**config.mk**
```make
export PLATFORM = sky130hd
export DESIGN_NAME = johnson_counter_ctl_flat
export DESIGN_NICKNAME = d
export VERILOG_FILES = /design/src/rtl/johnson_counter_ctl_if.sv /design/src/rtl/johnson_counter_ctl.sv /design/src/flat_wrapper.sv
export SDC_FILE = /design/constraint.sdc
export NUM_CORES = 1
export LEC_CHECK = 0
export ABC_CLOCK_PERIOD_IN_PS = 3100
export CAP_MARGIN = 5
export CORE_MARGIN = 10
export CORE_UTILIZATION = 44
export DETAILED_ROUTE_END_ITERATION = 8
export GPL_TIMING_DRIVEN = 0
export PLACE_DENSITY = 0.77
export REMOVE_ABC_BUFFERS = 1
export SLEW_MARGIN = 20
export SYNTH_ARGS = -nofsm -noshare
export SYNTH_HDL_FRONTEND = slang
export SYNTH_SLANG_ARGS = --single-unit
```
**constraint.sdc**
```tcl
create_clock -name clk -period 3.1 [get_ports clk]
set_input_delay 0.31 -clock clk [delete_from_list [all_inputs] [get_ports clk]]
set_output_delay 0.31 -clock clk [all_outputs]
set_load 0.05 [all_outputs]
```
**src/rtl/johnson_counter_ctl_if.sv**
```systemverilog
// Control/status bundle for johnson_counter_ctl: step/load requests in, ring state and decode out.
// PW follows WIDTH and is not meant to be overridden.
interface johnson_counter_ctl_if #(
   parameter int WIDTH = 4
);
   localparam int PW = $clog2(2 * WIDTH);

   logic             en;
   logic             dir;
   logic             load;
   logic [WIDTH-1:0] load_val;
   logic [WIDTH-1:0] out;
   logic [PW-1:0]    phase;
   logic             wrap;
   logic             illegal;

   modport master (
      output en, dir, load, load_val,
      input  out, phase, wrap, illegal
   );

   modport slave (
      input  en, dir, load, load_val,
      output out, phase, wrap, illegal
   );
endinterface

```
**src/rtl/johnson_counter_ctl.sv**
```systemverilog
// Bidirectional Johnson counter with load, phase decode and wrap pulse.
// Define JOHNSON_SELF_CORRECT_EN to replace illegal load values with zero and flag them.
module johnson_counter_ctl #(
   parameter int WIDTH = 4
) (
   input logic                clk,
   input logic                rst_n,
   johnson_counter_ctl_if.slave bus
);
   localparam int PW = $clog2(2 * WIDTH);
   localparam int N  = 2 * WIDTH;

   logic [WIDTH-1:0] out_p1;
   logic [WIDTH-1:0] out_nxt;
   logic [PW-1:0]    phase_p1;
   logic [PW-1:0]    phase_nxt;
   logic             wrap_p1;
   logic             wrap_nxt;
`ifdef JOHNSON_SELF_CORRECT_EN
   logic             illegal_p1;
   logic             illegal_nxt;
`endif

   function automatic logic [WIDTH-1:0] step_fwd(input logic [WIDTH-1:0] v);
      return {~v[0], v[WIDTH-1:1]};
   endfunction

   function automatic logic [WIDTH-1:0] step_rev(input logic [WIDTH-1:0] v);
      return {v[WIDTH-2:0], ~v[WIDTH-1]};
   endfunction

   // A legal Johnson state has at most one 0/1 boundary between adjacent bits.
   function automatic logic is_legal(input logic [WIDTH-1:0] v);
      int edges;
      edges = 0;
      for (int i = 0; i < WIDTH - 1; i++) begin
         if (v[i] != v[i+1]) edges++;
      end
      return (edges <= 1);
   endfunction

   function automatic logic [PW-1:0] phase_of(input logic [WIDTH-1:0] v);
      int k;
      k = 0;
      for (int i = 0; i < WIDTH; i++) begin
         if (v[i]) k++;
      end
      if (!is_legal(v) || k == 0) return '0;
      if (v[WIDTH-1])             return PW'(k);
      return PW'(N - k);
   endfunction

   // Stage p0: next-state selection (load > en > hold)
   always_comb begin
      out_nxt  = out_p1;
      wrap_nxt = 1'b0;
`ifdef JOHNSON_SELF_CORRECT_EN
      illegal_nxt = 1'b0;
`endif
      if (bus.load) begin
`ifdef JOHNSON_SELF_CORRECT_EN
         if (is_legal(bus.load_val)) begin
            out_nxt = bus.load_val;
         end else begin
            out_nxt     = '0;
            illegal_nxt = 1'b1;
         end
`else
         out_nxt = bus.load_val;
`endif
      end else if (bus.en) begin
         if (bus.dir) begin
            out_nxt  = step_rev(out_p1);
            wrap_nxt = (out_p1 == '0);
         end else begin
            out_nxt  = step_fwd(out_p1);
            wrap_nxt = (out_p1 == {{(WIDTH-1){1'b0}}, 1'b1});
         end
      end
      phase_nxt = phase_of(out_nxt);
   end

   // Stage p1: registered state and decode
   always_ff @(posedge clk) begin
      if (!rst_n) begin
         out_p1   <= '0;
         phase_p1 <= '0;
         wrap_p1  <= 1'b0;
`ifdef JOHNSON_SELF_CORRECT_EN
         illegal_p1 <= 1'b0;
`endif
      end else begin
         out_p1   <= out_nxt;
         phase_p1 <= phase_nxt;
         wrap_p1  <= wrap_nxt;
`ifdef JOHNSON_SELF_CORRECT_EN
         illegal_p1 <= illegal_nxt;
`endif
      end
   end

   assign bus.out   = out_p1;
   assign bus.phase = phase_p1;
   assign bus.wrap  = wrap_p1;
`ifdef JOHNSON_SELF_CORRECT_EN
   assign bus.illegal = illegal_p1;
`else
   assign bus.illegal = 1'b0;
`endif
endmodule

```
**src/flat_wrapper.sv**
```systemverilog
// flat-port wrapper written by rule: the top's interface ports become plain ports
module johnson_counter_ctl_flat 
#(
   parameter int WIDTH = 4
)
  (clk, rst_n, bus_en, bus_dir, bus_load, bus_load_val, bus_out, bus_phase, bus_wrap, bus_illegal);
  johnson_counter_ctl_if #(.WIDTH(WIDTH)) bus_i ();
  input logic clk;
  input logic rst_n;
  input wire logic [$bits(bus_i.en)-1:0] bus_en;
  input wire logic [$bits(bus_i.dir)-1:0] bus_dir;
  input wire logic [$bits(bus_i.load)-1:0] bus_load;
  input wire logic [$bits(bus_i.load_val)-1:0] bus_load_val;
  output wire logic [$bits(bus_i.out)-1:0] bus_out;
  output wire logic [$bits(bus_i.phase)-1:0] bus_phase;
  output wire logic [$bits(bus_i.wrap)-1:0] bus_wrap;
  output wire logic [$bits(bus_i.illegal)-1:0] bus_illegal;
  assign bus_i.en = bus_en;
  assign bus_i.dir = bus_dir;
  assign bus_i.load = bus_load;
  assign bus_i.load_val = bus_load_val;
  assign bus_out = bus_i.out;
  assign bus_phase = bus_i.phase;
  assign bus_wrap = bus_i.wrap;
  assign bus_illegal = bus_i.illegal;
  johnson_counter_ctl #(.WIDTH(WIDTH)) u_core (.clk(clk), .rst_n(rst_n), .bus(bus_i));
endmodule
```
== Yosys cells after proc, flatten, opt, wreduce, memory -nomap -nowiden ==
Index checks and enable logic that the tools add are counted.

* Bits in registers: 8
* Input port bits: 9
* Output and inout port bits: 9

* Add/sub/neg operators: 6
* Magnitude comparators: 1
* Eq/ne operators: 4
* Multiplexer cells: 18
* Bitwise logic cells: 4
* Reduce and logical (&&, ||, !) cells: 5

{| class="wikitable"
|+ Operators with widths
! kind !! count
|-
| 32-bit two-way mux || 5
|-
| 32-bit by 2-bit adder with 32-bit output, second input constant || 3
|-
| 32-bit by 2-bit less-or-equal comparator with 1-bit output, second input constant || 1
|-
| 32-bit zero test || 1
|-
| 3-bit two-way mux || 4
|-
| 4-bit two-way mux || 3
|-
| 1-bit two-way mux || 6
|-
| 1-bit by 1-bit adder with 2-bit output, second input constant || 2
|-
| 4-bit by 1-bit equality test with 1-bit output, second input constant || 1
|-
| 4-bit zero test || 1
|-
| 1-bit inverter || 4
|-
| 1-bit != test || 3
|-
| 3-bit OR reduction || 1
|-
| 1-bit by 3-bit subtractor with 3-bit output, first input constant || 1
|-
| 1-bit zero test || 1
|-
| 1-bit logical OR || 1
|}

== Longest topological paths before layout ==
* Depth in word-level cells: 17
* Mapped depth: 12
* Mapped depth without buffers: 11

== Worst setup path after synthesis ==
OpenSTA, ideal clock, no wires.

* Path type: flip-flop to flip-flop
* Start: register u_core.out_p1[3], in the netlist u_core.bus.out[3]
* End: register u_core.phase_p1[1], in the netlist u_core.bus.phase[1]
* Arrival time: 2.626 ns
* Path slack: 0.348 ns
* Stages on the path, launching flop included: 12
* Path buffers: 0
* Clock period less this slack: 2.752 ns
* Cell sequence: dfxtp_1 > mux2_4 > a221o_1 > xor2_1 > xnor2_1 > ha_1 > mux2i_1 > ha_1 > nand2b_1 > o41ai_1 > a31oi_1 > o32ai_1

* Word-level cells in the longest chain between the ends: 15
* Elaborated cells between the ends (all ways): 30
* Classes of those cells: add/sub (6); order compare (1); eq/ne (3); mux (16); bitwise (1); reduce/logical (3)

{| class="wikitable"
|+ Ends and longest elaborated chain
! what !! RTL line !! text
|-
| from (decl) || johnson_counter_ctl.sv:13 || <nowiki>logic [WIDTH-1:0] out_p1;</nowiki>
|-
| from (signal assigned) || johnson_counter_ctl.sv:93 || <nowiki>out_p1 <= out_nxt;</nowiki>
|-
| 1-bit inverter || johnson_counter_ctl.sv:29 || <nowiki>return {v[WIDTH-2:0], ~v[WIDTH-1]};</nowiki>
|-
| 4-bit two-way mux || johnson_counter_ctl.sv:72 || <nowiki>if (bus.dir) begin</nowiki>
|-
| 4-bit two-way mux * || johnson_counter_ctl.sv:71 || <nowiki>end else if (bus.en) begin</nowiki>
|-
| 4-bit two-way mux * || johnson_counter_ctl.sv:60 || <nowiki>if (bus.load) begin</nowiki>
|-
| 1-bit two-way mux / 1-bit != test (equally long branches) || johnson_counter_ctl.sv:46, johnson_counter_ctl.sv:37 ||
|-
| 1-bit by 1-bit adder with 2-bit output / 1-bit two-way mux (equally long branches) || johnson_counter_ctl.sv:46, johnson_counter_ctl.sv:37 ||
|-
| 32-bit two-way mux / 1-bit by 1-bit adder with 2-bit output (equally long branches) || johnson_counter_ctl.sv:46, johnson_counter_ctl.sv:37 ||
|-
| 32-bit by 2-bit adder with 32-bit output / 32-bit two-way mux (equally long branches) || johnson_counter_ctl.sv:46, johnson_counter_ctl.sv:37 ||
|-
| 32-bit two-way mux / 32-bit by 2-bit adder with 32-bit output (equally long branches) || johnson_counter_ctl.sv:46, johnson_counter_ctl.sv:37 ||
|-
| 32-bit by 2-bit adder with 32-bit output / 32-bit two-way mux (equally long branches) || johnson_counter_ctl.sv:46, johnson_counter_ctl.sv:37 ||
|-
| 32-bit two-way mux / 32-bit by 2-bit less-or-equal comparator with 1-bit output (equally long branches) || johnson_counter_ctl.sv:46, johnson_counter_ctl.sv:39 ||
|-
| 32-bit zero test / 1-bit zero test (equally long branches) || johnson_counter_ctl.sv:48 || <nowiki>if (!is_legal(v) || k == 0) return '0;</nowiki>
|-
| 1-bit logical OR || johnson_counter_ctl.sv:48 ||
|-
| 1-bit two-way mux || johnson_counter_ctl.sv:48 ||
|-
| 3-bit two-way mux * || johnson_counter_ctl.sv:49 || <nowiki>if (v[WIDTH-1]) return PW'(k);</nowiki>
|-
| to (signal assigned) || johnson_counter_ctl.sv:94 || <nowiki>phase_p1 <= phase_nxt;</nowiki>
|-
| to (decl) || johnson_counter_ctl.sv:15 || <nowiki>logic [PW-1:0] phase_p1;</nowiki>
|}

Mark *: on every way between the ends. The rest lies on a longest branch, timed or not. The select of a mux whose other input is x is not followed.
A chain may end at the register's enable or synchronous reset.

== Final worst setup path ==
* Start: input bus_en
* End: register u_core.phase_p1[2], in the netlist u_core.bus.phase[2]

* Word-level cells in the longest chain between the ends: 13
* Elaborated cells between the ends (all ways): 28
* Classes of those cells: add/sub (6); order compare (1); eq/ne (3); mux (15); reduce/logical (3)

{| class="wikitable"
|+ Ends and longest elaborated chain
! what !! RTL line !! text
|-
| from (decl) || flat_wrapper.sv:10 || <nowiki>input wire logic [$bits(bus_i.en)-1:0] bus_en;</nowiki>
|-
| 4-bit two-way mux * || johnson_counter_ctl.sv:71 ||
|-
| 4-bit two-way mux * || johnson_counter_ctl.sv:60 ||
|-
| 1-bit two-way mux / 1-bit != test (equally long branches) || johnson_counter_ctl.sv:46, johnson_counter_ctl.sv:37 ||
|-
| 1-bit by 1-bit adder with 2-bit output / 1-bit two-way mux (equally long branches) || johnson_counter_ctl.sv:46, johnson_counter_ctl.sv:37 ||
|-
| 32-bit two-way mux / 1-bit by 1-bit adder with 2-bit output (equally long branches) || johnson_counter_ctl.sv:46, johnson_counter_ctl.sv:37 ||
|-
| 32-bit by 2-bit adder with 32-bit output / 32-bit two-way mux (equally long branches) || johnson_counter_ctl.sv:46, johnson_counter_ctl.sv:37 ||
|-
| 32-bit two-way mux / 32-bit by 2-bit adder with 32-bit output (equally long branches) || johnson_counter_ctl.sv:46, johnson_counter_ctl.sv:37 ||
|-
| 32-bit by 2-bit adder with 32-bit output / 32-bit two-way mux (equally long branches) || johnson_counter_ctl.sv:46, johnson_counter_ctl.sv:37 ||
|-
| 32-bit two-way mux / 32-bit by 2-bit less-or-equal comparator with 1-bit output (equally long branches) || johnson_counter_ctl.sv:46, johnson_counter_ctl.sv:39 ||
|-
| 32-bit zero test / 1-bit zero test (equally long branches) || johnson_counter_ctl.sv:48 ||
|-
| 1-bit logical OR || johnson_counter_ctl.sv:48 ||
|-
| 1-bit two-way mux || johnson_counter_ctl.sv:48 ||
|-
| 3-bit two-way mux * || johnson_counter_ctl.sv:49 ||
|}

Marks and branches as above.

==> impl_metrics.yaml <==
layout:
  stdcell_count: 94
  fill_cells: 127
  areaGrowthSynthToFinish_pct: 34.8
  antenna_cells: 0
  layout.nets: 92
  drive_gt1_frac: 0.152
  final_area_sq_um: 805
setup_path:
  cp-end-kind: "flip-flop"
  cp_data_arrival_time_ns: 3.09
  worstPathMaxFanout: 6
  crit_top_cell: "ha_1"
  max_stage_delay_ns: 0.49
  start_kind: "input port"
  r2r-start: "u_core.bus.out[0]$_SDFF_PN0_"
  path_class: "input port to flip-flop"
  startpoint: "bus_en"
  r2r_cells: 10
  cp_cell_sequence: "clkdlybuf4s50_1 > nor2b_1 > a221o_2 > maj3_1 > ha_1 > mux2i_1 > ha_1 > nand2b_1 > o41ai_2 > a31oi_1 > o32ai_1"
  critPathSlowestCell: "clkdlybuf4s50_1"
  required_ns: 3.23
logic_synthesis:
  ys.flop_type: "dfxtp_1"
  ys_seq_area_frac: 0.268
  ys_warn_count: 0
  ys_types: 36
  synth_edf_count: 0
  avgSynthCellArea_sq_um: 9.47
  synthesis.area_sq_um: 597
  syn-instance-count: 63
  ys_ff_latch: 8
  async_flop_share: 0
drt:
  ant_nets: 0
  route.detailed.drc: 0
  drt-vias-per-instance: 5.97
  dr.pass1.iters: 4
  drt_wl_total_mm: 1.60
  drt_iter0_drc: 14
  routedWlPerCell_microns: 17.0
  num_vias: 561
global_route:
  grt_util_all_layers: 0.100
  grt_max_degree: 12
  antenna_found_initial: 0
  grt_busiest_layer: "met2"
  gr-total-overflow: 0
  grt_util_met2: 0.155
  grt.met3_usage: 0.0562
  met1_usage: 0.103
  grt_first_pass_wirelength_mm: 2.55
  grt_pass1_vias: 552
timing:
  setup_slack_ns: 0.139
  hold_ws_ns: 0.509
  tightest_slew_ns: 0.502
  post-route-min-period_ns: 2.96
  skew_ns: 0.000957
  period_share: 0.955
  clock.fmax_ghz: 0.338
  drv_slew: 0
  setup_viol: 0
  rsz0062_at_grt: "false"
  finalHoldViolCount: 0
  max_slew_margin: 0.664
power_and_ir_drop:
  cellPowerDensity_mw_per_mm2: 458
  combPwrFrac: 0.461
  power.net_switching_w: 0.000137
  clkPwrFrac: 0.216
  ir_drop_mv: 0.248
  power.internal_w: 0.000232
  power.share.switching: 0.372
  seq_power_share: 0.323
  leakage_nw: 0.308
floorplan:
  start_util: 0.464
  die_w_microns: 56.8
  core_area_sq_mm: 0.00128
  rows: 13
  io_pins: 18
  die-area_sq_mm: 0.00323
  die_height_microns: 56.8
cts:
  cts_made_buffers: 3
  clock-sinks: 8
  ctsHoldBuffers: 0
  clock-root-buffer: "clkbuf_4"
  clock_path_buffers: 2
  path_clk_slew_ns: 0.05
  h-tree-depth: 1
  cts_tree: "built"
  clk-insertion-delay-late_ns: 0.26
  post_cts_buffers: 0
placement:
  dp.cells: 91
  place.gp.congestion: 0.851
  dpl.hpwl_mm: 1.24
  dpl_cell_area_sq_um: 752
  io_buffers: 16
  pre_cts_ws_ns: -0.438
run:
  max_cap_violations: 0
run_status:
  status: "finished clean"
min_path:
  min_from: "u_core.bus.out[1]$_SDFF_PN0_"
  hold_depth: 1
  hp-class: "flip-flop to flip-flop"
Yosys cell counts (2+ instances only):
cell type / number / area [sq um]
nand2_1: 3 / 11.3
and2_1: 5 / 31.3
nor3b_1: 2 / 15.0
xnor2_1: 2 / 17.5
ha_1: 2 / 25.0
nor2b_1: 3 / 18.8
a221o_1: 2 / 20.0
mux2i_1: 2 / 20.0
dfxtp_1: 8 / 160
mux2_4: 2 / 30.0
o32ai_1: 2 / 17.5
nand3_1: 2 / 10.0
nand2b_1: 2 / 12.5
o21ai_0: 3 / 15.0
nor2_1: 2 / 7.51
power by group through the flow:
| stage | combinational [W] | sequential [W] | clock, W |
|---|---|---|---|
| 6_report | 0.000170 | 0.000119 | 0.0000798 |
| 5_1_grt | 0.000182 | 0.000121 | 0.0000924 |
| 4_1_cts | 0.000165 | 0.000119 | 0.0000826 |
| 3_5_place_dp | 0.000163 | 0.000121 | 0 |
| 3_3_place_gp | 0.000160 | 0.000121 | 0 |
| 2_1_floorplan | 0.0000786 | 0.000154 | 0 |
stage by stage:
stage           util  setup TNS (ns)  power (W)
6_report       0.626               0   0.000369
5_1_grt        0.626               0   0.000395
4_1_cts        0.608               0   0.000367
3_5_place_dp   0.585           -1.26   0.000284
3_3_place_gp   0.585           -1.02   0.000281
2_1_floorplan      -               0   0.000233
metal layers:
layer / part of all wire / up-vias / routed length [microns]
li1: - / 270 / -
met1: 0.41 / 259 / 648
met2: 0.47 / 26 / 756
met3: 0.091 / 6 / 145
met4: 0.028 / 0 / 45
met5: 0 / - / 0
cells by family after synthesis:
group                      synth area share
AOI/OAI and AO/OA                     0.197
other                               0.00628
adders and majority gates            0.0587
xor gates and xnor gates             0.0818
and+or+nand+nor                       0.245
buffers and inverters                0.0398
muxes                                 0.103
DFF                                   0.268
repair_timing:
item                       CTS  global route
gates cloned                 0             0
pin swaps                    0             0
gates resized for setup      2             6
setup endpoints to repair    3             3
registers in the layout, summed over array words and instances (netlist names):
| name | cells |
|---|---|
| u_core.bus.out | 4 |
| u_core.bus.phase | 3 |
| u_core.bus.wrap | 1 |
cell type report:
class                           count  area (sq um)  area share
Multi-Input combinational cell     52           440       0.547
Timing Repair Buffer               16           163       0.202
Sequential cell                     8           160       0.199
Clock buffer                        3          22.5      0.0280
Tap cell                           15          18.8      0.0233
critical path: cells and delay by family:
kind            cells  cell delay [ns]
simple gates        2             0.32
mux                 1             0.14
buf+inv             1             0.49
fa+ha+maj           3             0.87
compound gates      4             0.96
worst paths after layout:
path,end,slack [ns]
min,u_core.bus.wrap$_SDFF_PP0_,0.51
min reg2reg,u_core.bus.wrap$_SDFF_PP0_,0.51
max reg2reg,u_core.bus.phase[2]$_SDFF_PP0_,0.27
max,u_core.bus.phase[2]$_SDFF_PP0_,0.14
placed cells by master (no fill, tap or decap), drive strengths merged:
cell,n
a22oi,1
ha,2
a31oi,1
a22o,1
xnor3,1
o41ai,1
o32ai,2
or3b,1
dfxtp,8
o311a,1
mux2i,2
xor2,1
a211oi,1
nor4,1
clkdlybuf4s50,14
o21ai,3
nand2,3
clkbuf,3
and2,5
nand2b,2
conb,1
dlymetal6s2s,1
nand4,1
mux2,3
xnor2,2
o311ai,1
clkdlybuf4s15,1
nor2b,3
a221o,2
nor2,2
maj3,1
or3,1
nand3,2
nand3b,1
nor3,1
nor3b,2
No activity file was read; power rests on OpenSTA's default activity.
